<file path="config.mk">
export PLATFORM = sky130hd
export DESIGN_NAME = div_radix2
export DESIGN_NICKNAME = d
export VERILOG_FILES = /design/src/rtl/div_radix2_pkg.sv /design/src/rtl/div_radix2_abs_neg.sv /design/src/rtl/div_radix2.sv
export SDC_FILE = /design/constraint.sdc
export NUM_CORES = 1
export LEC_CHECK = 0
export ABC_AREA = 1
export BUFFER_PORTS_ARGS = -buffer_cell sky130_fd_sc_hd__buf_2
export CAP_MARGIN = 20
export CORE_ASPECT_RATIO = 1.2
export CORE_MARGIN = 10
export CORE_UTILIZATION = 55
export DETAILED_ROUTE_END_ITERATION = 6
export PLACE_DENSITY = 0.76
export SLEW_MARGIN = 20
export SYNTH_ARGS = -nofsm -noshare
export SYNTH_HDL_FRONTEND = slang
export SYNTH_HIERARCHICAL = 1
export SYNTH_SLANG_ARGS = --single-unit
</file>
<file path="constraint.sdc">
create_clock -name clk -period 2.6 [get_ports clk]
set_input_delay 0.39 -clock clk [delete_from_list [all_inputs] [get_ports clk]]
set_output_delay 0.39 -clock clk [all_outputs]
set_load 0.005 [all_outputs]
</file>
<file path="src/rtl/div_radix2_pkg.sv">
// Shared definitions for the EX-stage radix-2 divider: ALU codes, width and FSM encoding.
package div_radix2_pkg;

  localparam logic [3:0] ALU_DIV   = 4'b1010;
  localparam logic [3:0] ALU_DIVU  = 4'b1011;

  localparam int DIV_WIDTH = 32;
  localparam int DIV_CNT_W = 6;

  typedef enum logic [1:0] {
    ST_IDLE = 2'd0,
    ST_BUSY = 2'd1,
    ST_DONE = 2'd2
  } div_state_t;

endpackage

</file>
<file path="src/rtl/div_radix2_abs_neg.sv">
// Conditional two's-complement negate, used for operand magnitudes and result sign fix-up.
module div_radix2_abs_neg #(
  parameter int WIDTH = 32
) (
  input  logic             i_neg,
  input  logic [WIDTH-1:0] i_din,
  output logic [WIDTH-1:0] o_dout
);

  assign o_dout = i_neg ? (~i_din + WIDTH'(1)) : i_din;

endmodule

</file>
<file path="src/rtl/div_radix2.sv">
// Multi-cycle restoring divider for DIV/DIVU: one quotient bit per cycle, fixed latency,
// stalls E via stall_div until the quotient (lo) and remainder (hi) are ready.
module div_radix2
  import div_radix2_pkg::*;
#(
  parameter int WIDTH = DIV_WIDTH,
  parameter int CNT_W = DIV_CNT_W
) (
  input  logic             clk,
  input  logic             rst,
  input  logic             start,
  input  logic             signed_div,
  input  logic [WIDTH-1:0] a,
  input  logic [WIDTH-1:0] b,
  input  logic             flush,
  input  logic             hold,
  output logic             stall_div,
  output logic             result_valid,
  output logic [WIDTH-1:0] lo,
  output logic [WIDTH-1:0] hi
);

  localparam int NEG_A = 0;
  localparam int NEG_B = 1;
  localparam int NEG_Q = 2;
  localparam int NEG_R = 3;
  localparam logic [CNT_W-1:0] LAST_ITER = CNT_W'(WIDTH - 1);

  div_state_t       r_state;
  logic [CNT_W-1:0] r_cnt;
  logic [WIDTH-1:0] r_rem;
  logic [WIDTH-1:0] r_quo;
  logic [WIDTH-1:0] r_dvs;
  logic             r_neg_q;
  logic             r_neg_r;
  logic             r_valid;
  logic [WIDTH-1:0] r_lo;
  logic [WIDTH-1:0] r_hi;

  logic [WIDTH:0]   w_shift;
  logic [WIDTH+1:0] w_diff;
  logic             w_ge;
  logic [WIDTH-1:0] w_rem_step;
  logic [WIDTH-1:0] w_quo_step;
  logic             w_unused;

  logic             w_neg_sel [4];
  logic [WIDTH-1:0] w_neg_in  [4];
  logic [WIDTH-1:0] w_neg_out [4];

  // Remainder never exceeds WIDTH bits, so the trial difference's bit WIDTH carries no information.
  assign w_shift    = {r_rem, r_quo[WIDTH-1]};
  assign w_diff     = {1'b0, w_shift} - {2'b00, r_dvs};
  assign w_ge       = ~w_diff[WIDTH+1];
  assign w_rem_step = w_ge ? w_diff[WIDTH-1:0] : w_shift[WIDTH-1:0];
  assign w_quo_step = {r_quo[WIDTH-2:0], w_ge};
  assign w_unused   = w_diff[WIDTH];

  assign w_neg_sel[NEG_A] = signed_div & a[WIDTH-1];
  assign w_neg_in[NEG_A]  = a;
  assign w_neg_sel[NEG_B] = signed_div & b[WIDTH-1];
  assign w_neg_in[NEG_B]  = b;
  assign w_neg_sel[NEG_Q] = r_neg_q;
  assign w_neg_in[NEG_Q]  = w_quo_step;
  assign w_neg_sel[NEG_R] = r_neg_r;
  assign w_neg_in[NEG_R]  = w_rem_step;

  genvar gi;
  generate
    for (gi = 0; gi < 4; gi++) begin : g_neg
      div_radix2_abs_neg #(.WIDTH(WIDTH)) u_neg (
        .i_neg (w_neg_sel[gi]),
        .i_din (w_neg_in[gi]),
        .o_dout(w_neg_out[gi])
      );
    end
  endgenerate

  always_ff @(posedge clk) begin
    if (rst) begin
      r_state <= ST_IDLE;
      r_cnt   <= '0;
      r_rem   <= '0;
      r_quo   <= '0;
      r_dvs   <= '0;
      r_neg_q <= 1'b0;
      r_neg_r <= 1'b0;
      r_valid <= 1'b0;
      r_lo    <= '0;
      r_hi    <= '0;
    end else if (flush) begin
      r_state <= ST_IDLE;
      r_valid <= 1'b0;
    end else begin
      case (r_state)
        ST_IDLE: begin
          if (start) begin
            r_quo   <= w_neg_out[NEG_A];
            r_dvs   <= w_neg_out[NEG_B];
            r_rem   <= '0;
            r_cnt   <= '0;
            // A zero divisor yields an all-ones quotient naturally; leave it un-negated.
            r_neg_q <= signed_div & (a[WIDTH-1] ^ b[WIDTH-1]) & (|b);
            r_neg_r <= signed_div & a[WIDTH-1];
            r_state <= ST_BUSY;
          end
        end
        ST_BUSY: begin
          r_rem <= w_rem_step;
          r_quo <= w_quo_step;
          r_cnt <= r_cnt + CNT_W'(1);
          if (r_cnt == LAST_ITER) begin
            r_lo    <= w_neg_out[NEG_Q];
            r_hi    <= w_neg_out[NEG_R];
            r_valid <= 1'b1;
            r_state <= ST_DONE;
          end
        end
        ST_DONE: begin
          if (!hold) begin
            r_valid <= 1'b0;
            r_state <= ST_IDLE;
          end
        end
        default: r_state <= ST_IDLE;
      endcase
    end
  end

  assign stall_div    = start & (r_state != ST_DONE);
  assign result_valid = r_valid;
  assign lo           = r_lo;
  assign hi           = r_hi;

endmodule

</file>
# Word-level counts from Yosys, hierarchy flattened
# Index checks and enable logic that the tools add are counted.
dict set report totals {
  ff_bits 171
  latchBits 0
  mem_bits_rw 0
  mem_bits_ro 0
  inputBits 70
  elab_cells 63
  mem_count 0
}
dict set report op_classes {
  addsub 6
  n_mul 0
  div 0
  magnitude_cmp 0
  eq_ne 7
  shifts 0
  mux 18
  bitwise 12
  n_reduce_logical 10
}
# operator count
set ops {}
lappend ops {{$mux W32} 7}
lappend ops {{$add A32 B1 Y32 const B} 4}
lappend ops {{$not A32 Y32} 4}
lappend ops {{$pmux W32 S2} 2}
lappend ops {{$sub A33 B32 Y34} 1}
lappend ops {{$reduce_or A32 Y1} 1}
lappend ops {{$reduce_and A3 Y1} 5}
lappend ops {{$pmux W6 S2} 1}
lappend ops {{$ne A2 B2 Y1 const B} 4}
lappend ops {{$add A6 B1 Y6 const B} 1}
lappend ops {{$eq A6 B5 Y1 const B} 1}
lappend ops {{$mux W2} 3}
lappend ops {{$mux W6} 1}
lappend ops {{$pmux W2 S3} 1}
lappend ops {{$and A1 B1 Y1} 5}
lappend ops {{$reduce_bool A2 Y1} 2}
lappend ops {{$eq A2 B1 Y1 const B} 1}
lappend ops {{$eq A2 B2 Y1 const B} 1}
lappend ops {{$logic_not A2 Y1} 1}
lappend ops {{$mux W1} 2}
lappend ops {{$not A1 Y1} 2}
lappend ops {{$pmux W1 S2} 1}
lappend ops {{$reduce_or A2 Y1} 1}
lappend ops {{$xor A1 B1 Y1} 1}

# Longest topological paths before layout
dict set report depth {
  depth_word 5
  mapped_depth 27
}

# Hierarchy
# Netlist, hierarchy kept.
# module n_inst cells_each area_each_um2
set modules_own_cells {}
lappend modules_own_cells {div_radix2 1 1422 9539.1}
lappend modules_own_cells {div_radix2_abs_neg 4 227 1108.6}

# Least setup slack after synthesis
# OpenSTA, ideal clock, no wires.
dict set report synth_timing {
  path_kind {reg-to-reg}
  startpoint {reg r_rem[23]}
  endpoint {reg r_hi[12] (netlist: hi[12])}
  arrival_time_ps 2675
  t_required_ps 2472
  setup_slack_ps -204
  path_stages_with_launch 20
  cell_sequence {dfxtp_1 ha_1 nand2_2 inv_2 nand2_2 nand3_2 a21oi_2 nor2_2 nor2_4 nand2_8 o21ai_0 inv_1 ha_1 nand2_2 nor2_4 nor2_4 nor2_4 xnor2_1 o21ai_0 a21oi_1}
}
# item line
set synth_rtl {}
lappend synth_rtl {{start, declared} div_radix2.sv:31} ;# logic [WIDTH-1:0] r_rem;
lappend synth_rtl {{start signal, assigned} div_radix2.sv:109} ;# r_rem <= w_rem_step;
lappend synth_rtl {{end signal, assigned} div_radix2.sv:114} ;# r_hi <= w_neg_out[NEG_R];
lappend synth_rtl {{end, declared} div_radix2.sv:38} ;# logic [WIDTH-1:0] r_hi;

==> metrics.md <==
| Metric | Value |
|---|---|
| Worst endpoint data arrival time | `3.48 ns` |
| Num CTS Buffers | `17` |
| Sw power | `0.00272 W` |
| Final worst path period share | `119%` |
| Internal | `0.00525 W` |
| Via count | `16,530` |
| Chip Width | `166 um` |
| Netlist cell types | `47` |
| Critical Path RT | `2.98 ns` |
| Syn_area_per_cell | `6.00 um^2` |
| Vias in the first global route | `16,149` |
| CTS Hold Bufs | `0` |
| Clk slew on worst S/H paths | `0.07 ns` |
| Count leader, synth | `nand2_1` |
| Violated checks | `setup timing` |
| Worst Max-Slew Pin Slew | `0.825 ns` |
| Status | `finished with violations` |
| GPL Wtd Cong | `1.04` |
| HP Class | `in -> reg` |
| Kind of critical path | `reg -> reg` |
| Fin. Hold Viols | `0` |
| Crit-path max FO | `8` |
| VDD IR max | `0.000417 V` |
| Layout cell share with drive strength beyond 1 | `31.6%` |
| Top post-synthesis cells by count | `nand2_1, inv_1, nor2_1, dfxtp_1, a21oi_1` |
| Syn nets | `2,438` |
| 1st-iter DRT viols | `1,480` |
| Number of port buffers | `135` |
| First-pass GRT wire length | `79,800 um` |
| Critical path, cell by cell | `ha_1 -> nand2_1 -> nor2_1 -> nand2_2 -> nor2_4 -> nand2_8 -> nand2_8 -> inv_16 -> buf_6 -> nand2_2 -> nand2_2 -> nor2_2 -> nand2_2 -> nor2_4 -> nor2_4 -> buf_4 -> o21ai_2 -> nand2_1 -> inv_1 -> o21ai_0 -> a21oi_1` |
| Dpl hpwl | `37,900 um` |
| Setup crit start kind | `flip-flop` |
| Comb power frac | `29.3%` |
| Leak Pwr | `9.23 nW` |
| Top-area cell type share of the netlist area | `24.5%` |
| Unrepaired setup endpoints after global routing | `true` |
| Area grow syn2layout | `34.8%` |
| Sw Share | `34.1%` |
| Achievable Freq | `0.323 GHz` |
| Crit-path most repeated cell | `nand2_2` |
| Max Transition Viols Final | `0` |
| Top_reg_cell synth | `dfxtp_1` |
| Met3 Resource Use GR | `5.81%` |
| # IOs | `136` |
| Die area | `0.0322 mm^2` |
| Maxcap violations | `0` |
| GR Util met2 | `53.8%` |
| # rows | `63` |
| Htree depth | `4` |
| Max-slew headroom | `44.9%` |
| Net count, final | `2,805` |
| Seq/Total Area, Yosys | `24.5%` |
| Starting Density | `56.1%` |
| #FFs+latches synth | `171` |
| Setup ws final | `-0.498 ns` |
| Slowest cell delay on critical path | `0.36 ns` |
| Syn Std Cell Area | `0.0140 mm^2` |
| Async SR Flop Fraction | `0%` |
| Vias/cell | `5.44` |
| Clock Latency Late Sink | `0.45 ns` |
| Yosys top cell by area | `dfxtp_1` |
| Die H | `195 um` |
| CTS sink cnt | `171` |
| Total track usage | `30.6%` |
| Total global routing overflow | `0` |
| Slowest-stage cell, CP | `dfxtp_1` |
| Met1 usage | `32.9%` |
| Min Tclk post-route | `3.10 ns` |
| Antenna Violating Nets Remaining | `0` |
| Final setup vio count | `62` |
| Crit end category | `flip-flop` |
| Seq pwr share | `34.8%` |
| Hold Slack | `0.221 ns` |
| Worst Skew | `0.0155 ns` |
| Synth warn | `6` |
| Post-place setup slack | `-0.445 ns` |
| PwrDens | `423 mW/mm^2` |
| Antenna violations before repair | `2` |
| Synth area leaders | `dfxtp_1, nand2_1, inv_1` |
| Largest net degree at the start of global routing | `129` |
| WL/cell | `17.0 um` |
| DR DRC count | `0` |
| EDFF count, synth | `0` |
| Core area | `0.0249 mm^2` |
| CP Buf/Inv Count | `4` |
| Detailed Route WL | `51,700 um` |
| Fillers | `1,938` |
| Busiest layer in global routing | `met2` |
| Final core utilization | `75.6%` |
| Synth Instances | `2,330` |
| CTS tree | `done` |
| Clock network power share | `35.9%` |
| Drt pass-1 iters | `6` |
| Clock tree buffer depth | `2` |
| Root buffer cell | `clkbuf_16` |
| CP delay by family, top | `simple AND/OR/NAND/NOR gates` |
-- logic make-up (layout without fill, tap and decap cells) --
family	Yosys count	count (layout)	share of synthesized area, %
AOI/OAI and AO/OA	369	369	14.4
xor gates and xnor gates	71	71	4.45
adders and majority gates	38	38	3.46
buffers and inverters	398	777	11.8
DFF	171	171	24.5
other	0	1	0
and+or+nand+nor	1283	1284	41.4
-- flip-flops by register name (all words and copies together), names as in the netlist --
name,count
hi,32
lo,32
r_dvs,32
r_quo,32
r_rem,32
r_cnt,6
r_state,2
r_neg_q,1
r_neg_r,1
result_valid,1
-- power by group through the flow --
stage / clock, W / sequential [W] / combinational, W
after global routing: 0.00298 / 0.00278 / 0.00256
after CTS: 0.00286 / 0.00277 / 0.00219
after floorplan: 0 / 0.00280 / 0.00131
after global placement: 0 / 0.00283 / 0.00203
final: 0.00286 / 0.00277 / 0.00234
after detailed placement: 0 / 0.00283 / 0.00206
-- stage by stage --
stage / area (um^2) / power, W / setup TNS (ns) / std cells
finish: 18800 / 0.00797 / -18.27 / 3036
global route: 18800 / 0.00831 / -27.61 / 3035
CTS: 18400 / 0.00781 / -8.49 / 3027
detailed placement: 17100 / 0.00489 / -17.98 / 2969
global placement: 17100 / 0.00485 / -15.02 / 2969
floorplan: 14400 / 0.00411 / -0.0196 / 2330
-- layer usage --
metal  wire length [um]  vias up  share of wire, %
li1                   -     8075                 -
met1              19400     7574                37
met2              25500      658                49
met3               3080      223               6.0
met4               3670        0               7.1
met5                  0        -                 0
-- layout make-up --
class | instances | area, um^2 | area share, %
inverters | 320 | 1240 | 6.61
repair buffers | 424 | 3010 | 16.0
clock buffers | 19 | 433 | 2.30
flip-flops and latches | 171 | 3460 | 18.4
clock inverters | 13 | 203 | 1.08
diodes | 1 | 2.50 | 0.0133
multi-input cells | 1762 | 10100 | 53.4
well taps | 325 | 407 | 2.16
repair inverters | 1 | 8.76 | 0.0465
-- tightest hold or removal path, cell delays in order --
cell     delay [ns]
buf_2          0.11
nand2_1        0.06
a21oi_1        0.06
-- placed cells by master (no fill, tap or decap), drive strengths merged, types with 19 or more instances in the layout --
| cell | count |
|---|---|
| nand2 | 812 |
| o21ai | 160 |
| ha | 37 |
| inv | 328 |
| dfxtp | 171 |
| nand3 | 121 |
| xnor2 | 38 |
| nor2 | 290 |
| clkbuf | 19 |
| xor2 | 33 |
| a31oi | 25 |
| a21oi | 168 |
| buf | 424 |
-- final timing paths --
path | start | endpoint | slack [ns] | cells after the start
setup / recovery | r_rem[16]$_SDFFE_PP0P_ | hi[11]$_SDFFE_PP0P_ | -0.50 | 21
hold / removal | hold | r_state[1]$_SDFFE_PP0P_ | 0.22 | 3
setup reg to reg | r_rem[16]$_SDFFE_PP0P_ | hi[11]$_SDFFE_PP0P_ | -0.50 | 21
hold reg to reg | lo[16]$_SDFFE_PP0P_ | lo[16]$_SDFFE_PP0P_ | 0.44 | 2
-- timing repair --
item                                    4_1_cts  5_1_grt
setup buffers                                24        7
cloned                                        2        1
resized for setup                           147       98
pin swaps                                    41       66
endpoints found under the setup margin       60       63
endpoints found under the hold margin         0        0
Note: power is estimated with default switching activity, not from simulation.
